$ cat src/rtl/fb_pkg.sv
// Shared types and constants for the framebuffer arbiter slice.
// The video fetch, the host port and the RAM all use these widths.
package fb_pkg;

   localparam int ADDR_W = 15;
   localparam int DATA_W = 12;

   typedef logic [DATA_W-1:0] pixel_t;
   typedef logic [ADDR_W-1:0] fb_addr_t;

   typedef enum logic [1:0] {GNT_NONE, GNT_VID, GNT_RD, GNT_WR} grant_t;

   typedef struct packed {
      fb_addr_t addr;
      pixel_t   data;
   } wr_entry_t;

endpackage

$ cat src/rtl/fb_arbiter_if.sv
// Bundle of the video fetch, host write/read and RAM ports around fb_arbiter.
// Handshakes: a transfer happens on a rising edge where valid && ready; ready never depends on valid.
interface fb_arbiter_if
   import fb_pkg::*;
#(
   parameter int WQ_DEPTH = 4
);

   logic                        vid_req;
   fb_addr_t                    vid_addr;
   logic                        vid_rvalid;
   pixel_t                      vid_rdata;
   logic                        wr_valid;
   logic                        wr_ready;
   fb_addr_t                    wr_addr;
   pixel_t                      wr_data;
   logic                        rd_valid;
   logic                        rd_ready;
   fb_addr_t                    rd_addr;
   logic                        rd_rvalid;
   pixel_t                      rd_rdata;
   fb_addr_t                    mem_addr;
   logic                        mem_we;
   pixel_t                      mem_wdata;
   pixel_t                      mem_rdata;
   logic [$clog2(WQ_DEPTH):0]   wq_level;

   modport slave (
      input  vid_req, vid_addr, wr_valid, wr_addr, wr_data, rd_valid, rd_addr, mem_rdata,
      output vid_rvalid, vid_rdata, wr_ready, rd_ready, rd_rvalid, rd_rdata,
             mem_addr, mem_we, mem_wdata, wq_level
   );

   modport master (
      output vid_req, vid_addr, wr_valid, wr_addr, wr_data, rd_valid, rd_addr, mem_rdata,
      input  vid_rvalid, vid_rdata, wr_ready, rd_ready, rd_rvalid, rd_rdata,
             mem_addr, mem_we, mem_wdata, wq_level
   );

endinterface

$ cat src/rtl/fb_wr_fifo.sv
// Small synchronous FIFO for buffered host writes.
// Push is ignored when full and pop when empty; pointers wrap modulo DEPTH.
module fb_wr_fifo #(
   parameter int DEPTH = 4,
   parameter int W     = 27
) (
   input  logic                       clk,
   input  logic                       reset,
   input  logic                       push,
   input  logic [W-1:0]               din,
   input  logic                       pop,
   output logic [W-1:0]               dout,
   output logic                       full,
   output logic                       empty,
   output logic [$clog2(DEPTH):0]     level
);

   localparam int PW = $clog2(DEPTH);

   logic [W-1:0]  store [DEPTH];
   logic [PW-1:0] wptr;
   logic [PW-1:0] rptr;
   logic [PW:0]   count;
   logic          push_ok;
   logic          pop_ok;

   assign full    = (count == (PW+1)'(DEPTH));
   assign empty   = (count == '0);
   assign level   = count;
   assign dout    = store[rptr];
   assign push_ok = push && !full;
   assign pop_ok  = pop && !empty;

   always_ff @(posedge clk or negedge reset) begin
      if (!reset) begin
         wptr  <= '0;
         rptr  <= '0;
         count <= '0;
      end else begin
         if (push_ok) wptr <= wptr + 1'b1;
         if (pop_ok)  rptr <= rptr + 1'b1;
         case ({push_ok, pop_ok})
            2'b10:   count <= count + 1'b1;
            2'b01:   count <= count - 1'b1;
            default: count <= count;
         endcase
      end
   end

   // Storage carries no reset: entries are only visible through count.
   always_ff @(posedge clk) begin
      if (push_ok) store[wptr] <= din;
   end

endmodule

$ cat src/rtl/fb_arbiter.sv
// Fixed-priority arbiter sharing the single-port framebuffer RAM between
// video scanout (never stalled), host read-back and queued host writes.
module fb_arbiter
   import fb_pkg::*;
#(
   parameter int WQ_DEPTH = 4
) (
   input  logic         clk,
   input  logic         reset,
   fb_arbiter_if.slave  bus
);

   grant_t    grant;
   wr_entry_t head;
   logic      full;
   logic      empty;
   logic      pop;
   fb_addr_t  last_addr;
   logic      vid_rvalid_q;
   logic      rd_rvalid_q;

   fb_wr_fifo #(
      .DEPTH (WQ_DEPTH),
      .W     ($bits(wr_entry_t))
   ) u_wq (
      .clk   (clk),
      .reset (reset),
      .push  (bus.wr_valid && !full),
      .din   ({bus.wr_addr, bus.wr_data}),
      .pop   (pop),
      .dout  (head),
      .full  (full),
      .empty (empty),
      .level (bus.wq_level)
   );

   // Reads wait for an empty queue so they always observe earlier host writes.
   always_comb begin
      grant = GNT_NONE;
      if (bus.vid_req)                 grant = GNT_VID;
      else if (bus.rd_valid && empty)  grant = GNT_RD;
      else if (!empty)                 grant = GNT_WR;
   end

   assign pop = (grant == GNT_WR);

   always_comb begin
      bus.mem_addr = last_addr;
      bus.mem_we   = 1'b0;
      case (grant)
         GNT_VID: bus.mem_addr = bus.vid_addr;
         GNT_RD:  bus.mem_addr = bus.rd_addr;
         GNT_WR: begin
            bus.mem_addr = head.addr;
            bus.mem_we   = 1'b1;
         end
         default: bus.mem_addr = last_addr;
      endcase
   end

   assign bus.mem_wdata = head.data;
   assign bus.wr_ready  = !full;
   assign bus.rd_ready  = !bus.vid_req && empty;

   always_ff @(posedge clk or negedge reset) begin
      if (!reset) begin
         last_addr    <= '0;
         vid_rvalid_q <= 1'b0;
         rd_rvalid_q  <= 1'b0;
      end else begin
         last_addr    <= bus.mem_addr;
         vid_rvalid_q <= (grant == GNT_VID);
         rd_rvalid_q  <= (grant == GNT_RD);
      end
   end

   // RAM read data already carries the one-cycle latency; just steer the valids.
   assign bus.vid_rvalid = vid_rvalid_q;
   assign bus.rd_rvalid  = rd_rvalid_q;
   assign bus.vid_rdata  = bus.mem_rdata;
   assign bus.rd_rdata   = bus.mem_rdata;

endmodule

$ cat src/flat_wrapper.sv
// flat-port wrapper written by rule: the top's interface ports become plain ports
module fb_arbiter_flat import fb_pkg::*;
#(
   parameter int WQ_DEPTH = 4
)
  (clk, reset, bus_vid_req, bus_vid_addr, bus_wr_valid, bus_wr_addr, bus_wr_data, bus_rd_valid, bus_rd_addr, bus_mem_rdata, bus_vid_rvalid, bus_vid_rdata, bus_wr_ready, bus_rd_ready, bus_rd_rvalid, bus_rd_rdata, bus_mem_addr, bus_mem_we, bus_mem_wdata, bus_wq_level);
  fb_arbiter_if #(.WQ_DEPTH(WQ_DEPTH)) bus_i ();
  input  logic clk;
  input  logic reset;
  input wire logic [$bits(bus_i.vid_req)-1:0] bus_vid_req;
  input wire logic [$bits(bus_i.vid_addr)-1:0] bus_vid_addr;
  input wire logic [$bits(bus_i.wr_valid)-1:0] bus_wr_valid;
  input wire logic [$bits(bus_i.wr_addr)-1:0] bus_wr_addr;
  input wire logic [$bits(bus_i.wr_data)-1:0] bus_wr_data;
  input wire logic [$bits(bus_i.rd_valid)-1:0] bus_rd_valid;
  input wire logic [$bits(bus_i.rd_addr)-1:0] bus_rd_addr;
  input wire logic [$bits(bus_i.mem_rdata)-1:0] bus_mem_rdata;
  output wire logic [$bits(bus_i.vid_rvalid)-1:0] bus_vid_rvalid;
  output wire logic [$bits(bus_i.vid_rdata)-1:0] bus_vid_rdata;
  output wire logic [$bits(bus_i.wr_ready)-1:0] bus_wr_ready;
  output wire logic [$bits(bus_i.rd_ready)-1:0] bus_rd_ready;
  output wire logic [$bits(bus_i.rd_rvalid)-1:0] bus_rd_rvalid;
  output wire logic [$bits(bus_i.rd_rdata)-1:0] bus_rd_rdata;
  output wire logic [$bits(bus_i.mem_addr)-1:0] bus_mem_addr;
  output wire logic [$bits(bus_i.mem_we)-1:0] bus_mem_we;
  output wire logic [$bits(bus_i.mem_wdata)-1:0] bus_mem_wdata;
  output wire logic [$bits(bus_i.wq_level)-1:0] bus_wq_level;
  assign bus_i.vid_req = bus_vid_req;
  assign bus_i.vid_addr = bus_vid_addr;
  assign bus_i.wr_valid = bus_wr_valid;
  assign bus_i.wr_addr = bus_wr_addr;
  assign bus_i.wr_data = bus_wr_data;
  assign bus_i.rd_valid = bus_rd_valid;
  assign bus_i.rd_addr = bus_rd_addr;
  assign bus_i.mem_rdata = bus_mem_rdata;
  assign bus_vid_rvalid = bus_i.vid_rvalid;
  assign bus_vid_rdata = bus_i.vid_rdata;
  assign bus_wr_ready = bus_i.wr_ready;
  assign bus_rd_ready = bus_i.rd_ready;
  assign bus_rd_rvalid = bus_i.rd_rvalid;
  assign bus_rd_rdata = bus_i.rd_rdata;
  assign bus_mem_addr = bus_i.mem_addr;
  assign bus_mem_we = bus_i.mem_we;
  assign bus_mem_wdata = bus_i.mem_wdata;
  assign bus_wq_level = bus_i.wq_level;
  fb_arbiter #(.WQ_DEPTH(WQ_DEPTH)) u_core (.clk(clk), .reset(reset), .bus(bus_i));
endmodule
$ cat config.mk
export PLATFORM = sky130hd
export DESIGN_NAME = fb_arbiter_flat
export DESIGN_NICKNAME = d
export VERILOG_FILES = /design/src/rtl/fb_pkg.sv /design/src/rtl/fb_arbiter_if.sv /design/src/rtl/fb_wr_fifo.sv /design/src/rtl/fb_arbiter.sv /design/src/flat_wrapper.sv
export SDC_FILE = /design/constraint.sdc
export NUM_CORES = 1
export LEC_CHECK = 0
export BUFFER_PORTS_ARGS = -buffer_cell sky130_fd_sc_hd__buf_4
export CORE_MARGIN = 1.5
export CORE_UTILIZATION = 45
export CTS_CLUSTER_SIZE = 20
export DETAILED_ROUTE_END_ITERATION = 7
export PLACE_DENSITY = 0.83
export SYNTH_ARGS = -nofsm -noshare
export SYNTH_HDL_FRONTEND = slang
export SYNTH_SLANG_ARGS = --single-unit
$ cat constraint.sdc
create_clock -name clk -period 2.2 [get_ports clk]
set_input_delay 0.22 -clock clk [delete_from_list [all_inputs] [get_ports clk]]
set_output_delay 0.22 -clock clk [all_outputs]
set_load 0.1 [all_outputs]
==> Word-level counts from Yosys, hierarchy flattened <==
Memory sizes are Yosys's and may differ from the RTL's.
Cells that the tools add are included.
{ "totals": {"n_memories": 1, "ram_bits": 108, "word_cells": 35, "out_inout_bits": 59, "ff_bits": 24} }
{ "classes": {"n_reduce_logical": 10, "n_addsub": 4, "muxes": 8, "n_eq_ne": 6} }
{ "memory_table": {"columns": ["memory", "words", "word_bits", "read_ports", "rd_clocked_by_memory_dff", "wr", "line", "rtl"], "rows": [
  ["u_core.u_wq.store", 4, 27, 1, 0, 1, "fb_wr_fifo.sv:20", "logic [W-1:0] store [DEPTH];"]
]} }
{ "op_table": {"columns": ["operator", "n"], "rows": [
  ["$pmux 15 s3", 1],
  ["$eq 2x2->1 const B", 3],
  ["$mux 2", 3],
  ["$pmux 3 s2", 1],
  ["$logic_and 1x1->1", 5],
  ["$add 2x1->2 const B", 2],
  ["$eq 2x1->1 const B", 2],
  ["$add 3x1->3 const B", 1],
  ["$eq 3x3->1 const B", 1],
  ["$logic_not 1->1", 3],
  ["$logic_not 3->1", 1],
  ["$mux 1", 3],
  ["$sub 3x1->3 const B", 1],
  ["$reduce_bool 2->1", 1]
]} }

==> Logic depth before layout (Yosys ltp) <==
{ "logic_depth": {"depth_word": 8, "mapped_depth": 9} }

==> Hierarchy <==
A second synthesis with hierarchy kept.
{ "hier_totals": {"hier_cells": 310, "area_unflattened_um2": 5595.4} }
{ "by_module_without_submodules": {"columns": ["mod", "cells_each", "area_each_um2", "n_inst"], "rows": [
  ["fb_wr_fifo", 178, 4330.4, 1],
  ["fb_arbiter", 132, 1265.0, 1]
]} }

==> Worst setup path after synthesis <==
OpenSTA, ideal clock, no wires.
{ "synth_timing": {"path_kind": "reg-to-reg", "startpoint": "reg u_core.u_wq.count[0], in the netlist u_core.u_wq.level[0]", "endpoint": "reg u_core.last_addr[0]", "stages_incl_launch_ff": 7, "arrival_ps": 3379, "setup_time_ps": 283, "path_buffers": 2, "slack_ps": -1462, "cell_sequence": "dfrtp_1 or4_1 buf_6 clkinv_8 buf_12 a22oi_2 o2bb2ai_1"} }
{ "synth_between": {"elab_chain_cells": 6, "elab_cells_between_ends": 9} }
{ "synth_rtl": {"columns": ["item", "line", "rtl"], "rows": [
  ["start, declared", "fb_wr_fifo.sv:23", "logic [PW:0] count;"],
  ["start signal, assigned", "fb_wr_fifo.sv:43", "2'b10: count <= count + 1'b1;"],
  ["start signal, assigned", "fb_wr_fifo.sv:44", "2'b01: count <= count - 1'b1;"],
  ["start signal, assigned", "fb_wr_fifo.sv:45", "default: count <= count;"],
  ["$logic_not 3->1 *", "fb_wr_fifo.sv:28", "assign empty = (count == '0);"],
  ["$mux 2 or $logic_and 1x1->1 (tied branches)", "fb_arbiter.sv:42, fb_arbiter.sv:41", null],
  ["$mux 2 *", "fb_arbiter.sv:41", "else if (bus.rd_valid && empty) grant = GNT_RD;"],
  ["$mux 2 *", "fb_arbiter.sv:40", "if (bus.vid_req) grant = GNT_VID;"],
  ["$eq 2x2->1 or $eq 2x1->1 (tied branches)", "fb_arbiter.sv:50", "case (grant)"],
  ["$pmux 15 s3 *", "fb_arbiter.sv:50", null],
  ["named net bus_mem_addr[0]", "flat_wrapper.sv:24", "output wire logic [$bits(bus_i.mem_addr)-1:0] bus_mem_addr;"],
  ["end signal, assigned", "fb_arbiter.sv:71", "last_addr <= bus.mem_addr;"],
  ["end, declared", "fb_arbiter.sv:18", "fb_addr_t last_addr;"]
]} }
Mark *: on every way through the listed nets, which the timed path passes. The rest lies on a longest branch.
A chain may end at the register's enable or synchronous reset.

==> Worst setup path in the final report <==
{ "layout_timing": {"startpoint": "reg u_core.u_wq.count[0], in the netlist u_core.u_wq.level[0]", "endpoint": "out bus_mem_addr[14]"} }
{ "layout_between": {"elab_chain_cells": 6, "elab_cells_between_ends": 9} }
{ "layout_rtl": {"columns": ["item", "line"], "rows": [
  ["$logic_not 3->1 *", "fb_wr_fifo.sv:28"],
  ["$mux 2 or $logic_and 1x1->1 (tied branches)", "fb_arbiter.sv:42, fb_arbiter.sv:41"],
  ["$mux 2 *", "fb_arbiter.sv:41"],
  ["$mux 2 *", "fb_arbiter.sv:40"],
  ["$eq 2x2->1 or $eq 2x1->1 (tied branches)", "fb_arbiter.sv:50"],
  ["$pmux 15 s3 *", "fb_arbiter.sv:50"],
  ["end, declared", "flat_wrapper.sv:24"]
]} }
Mark *: on every way between the ends. The rest lies on a longest branch, timed or not.

==> flow_summary.yaml <==
place:
  dpl_worst_slack_ns: 0.0168
  dp_hpwl_microns: 6960
  placed_area_sq_um: 6550
  portBuffers: 96
  finalWeightedCongestion: 0.746
yosys:
  synth.avg_cell_area_sq_um: 18.7
  synth-main-ff-cell: "edfxtp_1"
  synth_area_sq_um: 5510
  ys_seq_area_share_pct: 69.8
  synth_cells: 295
  synth_edf_count: 108
  ys_top_cells_by_area: "edfxtp_1, mux4_2, dfrtp_1, buf_4, o2bb2ai_1"
  synthesis.nets: 375
  ys_ff_latch: 132
  synth_top_cell_by_area: "edfxtp_1"
  synth_top_area_share_pct: 58.9
  synth_cell_type_count: 33
  synthArstFlopShare_pct: 18.2
  ys_warn_count: 0
timing:
  setup_slack_ns: -0.199
  fmax_mhz: 417
  clock_skew_ns: 0.00462
  rsz0062_at_grt: "true"
  hold_viol: 0
  setup_violations: 16
  worst_pin_slew_ns: 0.507
  slew_headroom_pct: 66.2
  finalCritPeriodShare_pct: 109
  layout_min_cycle_time_ns: 2.40
  slew_violations: 0
  hold_ws_ns: 0.0209
  final.setup.tns_ns: -2.71
floorplanning:
  die_area_sq_um: 12900
  rows: 40
  boundaryPins: 133
  dieHeight_microns: 114
  die_w_microns: 114
  coreArea_sq_um: 12000
  initial_utilization_pct: 46.0
cells_and_area:
  final_layout_size_suffix_gt1_share_pct: 56.5
  area.sequential_sq_um: 3860
  utilization_pct: 65.7
  antenna_cells: 0
  area_growth_pct: 42.8
  finalInstanceArea_sq_um: 7860
  multi_input_area_sq_um: 1800
  nets: 492
  fillers: 763
detailed_routing:
  drtIter0Drc: 178
  drc_errors: 0
  avgViaCountPerCell: 5.33
  wl_met2_microns: 6020
  firstDrtPassIters: 4
  wl_per_cell_microns: 20.4
  antenna_left: 0
  drt-met1-wl_microns: 4720
  wirelength_microns: 11700
  vias: 3048
  top_layer: "met4"
  routed-wl-met3_microns: 772
setup_path:
  arrival_ns: 2.18
  start_kind: "flip-flop"
  r2r_end: "u_core.u_wq.level[2]"
  cp.required_ns: 1.98
  critPathKind: "flip-flop to output pin"
  rr_startpoint: "u_core.u_wq.level[0]"
  r2r_setup_slack_ns: -0.10
  cp_max_fo: 8
  ff2ff_path_depth: 11
  crit_path_end_kind: "output pin"
clock_tree:
  cts_max_path_buffers: 2
  cts-htree-levels: 4
  clock_sinks: 132
  numCtsBuffers: 17
  ctsRootBufferMaster: "clkbuf_16"
  clk_pin_slew_ns: 0.06
  worstSkewPairLatency_ns: 0.40
  cts_tree: "done"
worst_hold_path:
  hp-class: "input pin to flip-flop"
  holdPathEnd: "u_core.u_wq.store[3][6]"
  hold_depth: 1
  min_from: "bus_wr_data[6]"
global_routing:
  gr-total-overflow: 0
  grt_use_total_pct: 19.9
  grt_pass1_wl_microns: 18700
  antenna_found_initial: 0
  grt_max_degree: 32
  grt_pass1_vias: 3307
flow_run:
  drv_cap: 0
status:
  status: "complete, but fails checks"
  violations: "setup timing"
power_and_ir_drop:
  ir_drop_mv: 1.20
  power.density_nw_per_um2: 1580
  p_leak_nw: 2.88
[what timing repair did]
item / CTS / global route
cloned: 2 / 0
setup endpoints to repair: 17 / 128
pin swaps: 10 / 3
endpoints found under the hold margin: 87 / 4
hold buffers: 19 / 1
gates resized for setup: 80 / 7
setup buffers: 9 / 1
[worst max-delay path, cell delays in order, from the launching register on]
cell and delay [ns]:
dfrtp_4 0.47, or4_4 0.56, buf_12 0.15, buf_16 0.15, nor3_4 0.16, o2bb2ai_4 0.10, buf_12 0.17
[final cells by class]
cell class,count,area share [%]
Inverter,7,0.700
Timing Repair Buffer,138,17.6
Timing Repair inverter,1,0.207
Clock buffer,17,5.41
Clock inverter,15,1.85
Tap cell,147,2.34
Multi-Input combinational cell,115,22.9
Sequential cell,132,49.0
[logic make-up (layout without fill, tap and decap cells)]
| logic type | after synthesis | after routing | synth area share, % |
|---|---|---|---|
| fa+ha+maj | 6 | 6 | 1.50 |
| mux | 28 | 28 | 11.2 |
| buf+inv | 48 | 178 | 5.95 |
| flops | 132 | 132 | 69.8 |
| xor+xnor | 6 | 6 | 0.955 |
| simple gates | 44 | 44 | 4.93 |
| compound gates | 31 | 31 | 5.59 |
[worst max-delay path by stage]
stage | from | end | slack (ns) | depth (start not counted)
after floorplan | u_core.u_wq.level[1] | u_core.u_wq.level[2] | -0.28 | 9
after global placement | u_core.u_wq.level[0] | bus_mem_addr[3] | 0.05 | 6
after detailed placement | u_core.u_wq.level[0] | bus_mem_addr[3] | 0.02 | 6
after CTS | u_core.u_wq.level[0] | bus_mem_addr[7] | -0.21 | 6
after global routing | u_core.u_wq.level[0] | bus_mem_addr[14] | -0.26 | 6
final | u_core.u_wq.level[0] | bus_mem_addr[14] | -0.20 | 6
[synth_stat cells, types with 3 or more instances]
master     count
nand2b_1      15
mux4_2        27
xor2_1         3
clkbuf_1       6
nor3_1        12
dfrtp_1       24
nor3_2         3
and3_1         4
ha_1           5
o2bb2ai_2      3
inv_1          6
o2bb2ai_1     12
buf_4         26
edfxtp_1     108
xnor2_1        3
buf_2          5
a22oi_2        8
a22oi_1        7
[through the flow]
| step | std cells | total power (W) |
|---|---|---|
| global placement | 508 | 0.00897 |
| floorplan | 295 | 0.00809 |
| detailed placement | 508 | 0.00907 |
| CTS | 570 | 0.0125 |
| global route | 572 | 0.0129 |
| finish | 572 | 0.0125 |
[sequential cells by signal (all words and copies together), names as in the netlist]
register	count
u_core.bus.vid_rvalid	1
u_core.u_wq.wptr	2
u_core.u_wq.level	3
u_core.u_wq.rptr	2
u_core.u_wq.store	108
u_core.bus.rd_rvalid	1
u_core.last_addr	15
[where the power goes]
group | leakage [nW] | switching, W | internal (W)
clock network | 0.275 | 0.00111 | 0.00159
logic | 1.33 | 0.00399 | 0.00217
registers | 1.27 | 0.000225 | 0.00337
[cells in the final DEF (no fill, tap or decap), types with 3 or more instances in the layout]
cell type,Yosys,final
dfrtp_1,24,20
inv_6,0,6
and3_4,0,4
nor3_2,3,7
mux4_2,27,27
buf_12,1,21
dfrtp_4,0,3
clkbuf_16,0,17
ha_1,5,4
a22oi_2,8,15
xor2_1,3,3
xnor2_1,3,3
o2bb2ai_4,0,15
nor3_4,0,8
edfxtp_1,108,108
nand2b_1,15,15
inv_1,6,4
buf_4,26,93
dlygate4sd3_1,0,20
[metal layers]
metal	vias to the layer above	GRT usage [%]
li1	1375	-
met1	1550	25.6
met2	100	32.3
met3	23	6.11
met4	0	7.33
met5	-	0
No activity file was read; power rests on OpenSTA's default activity.
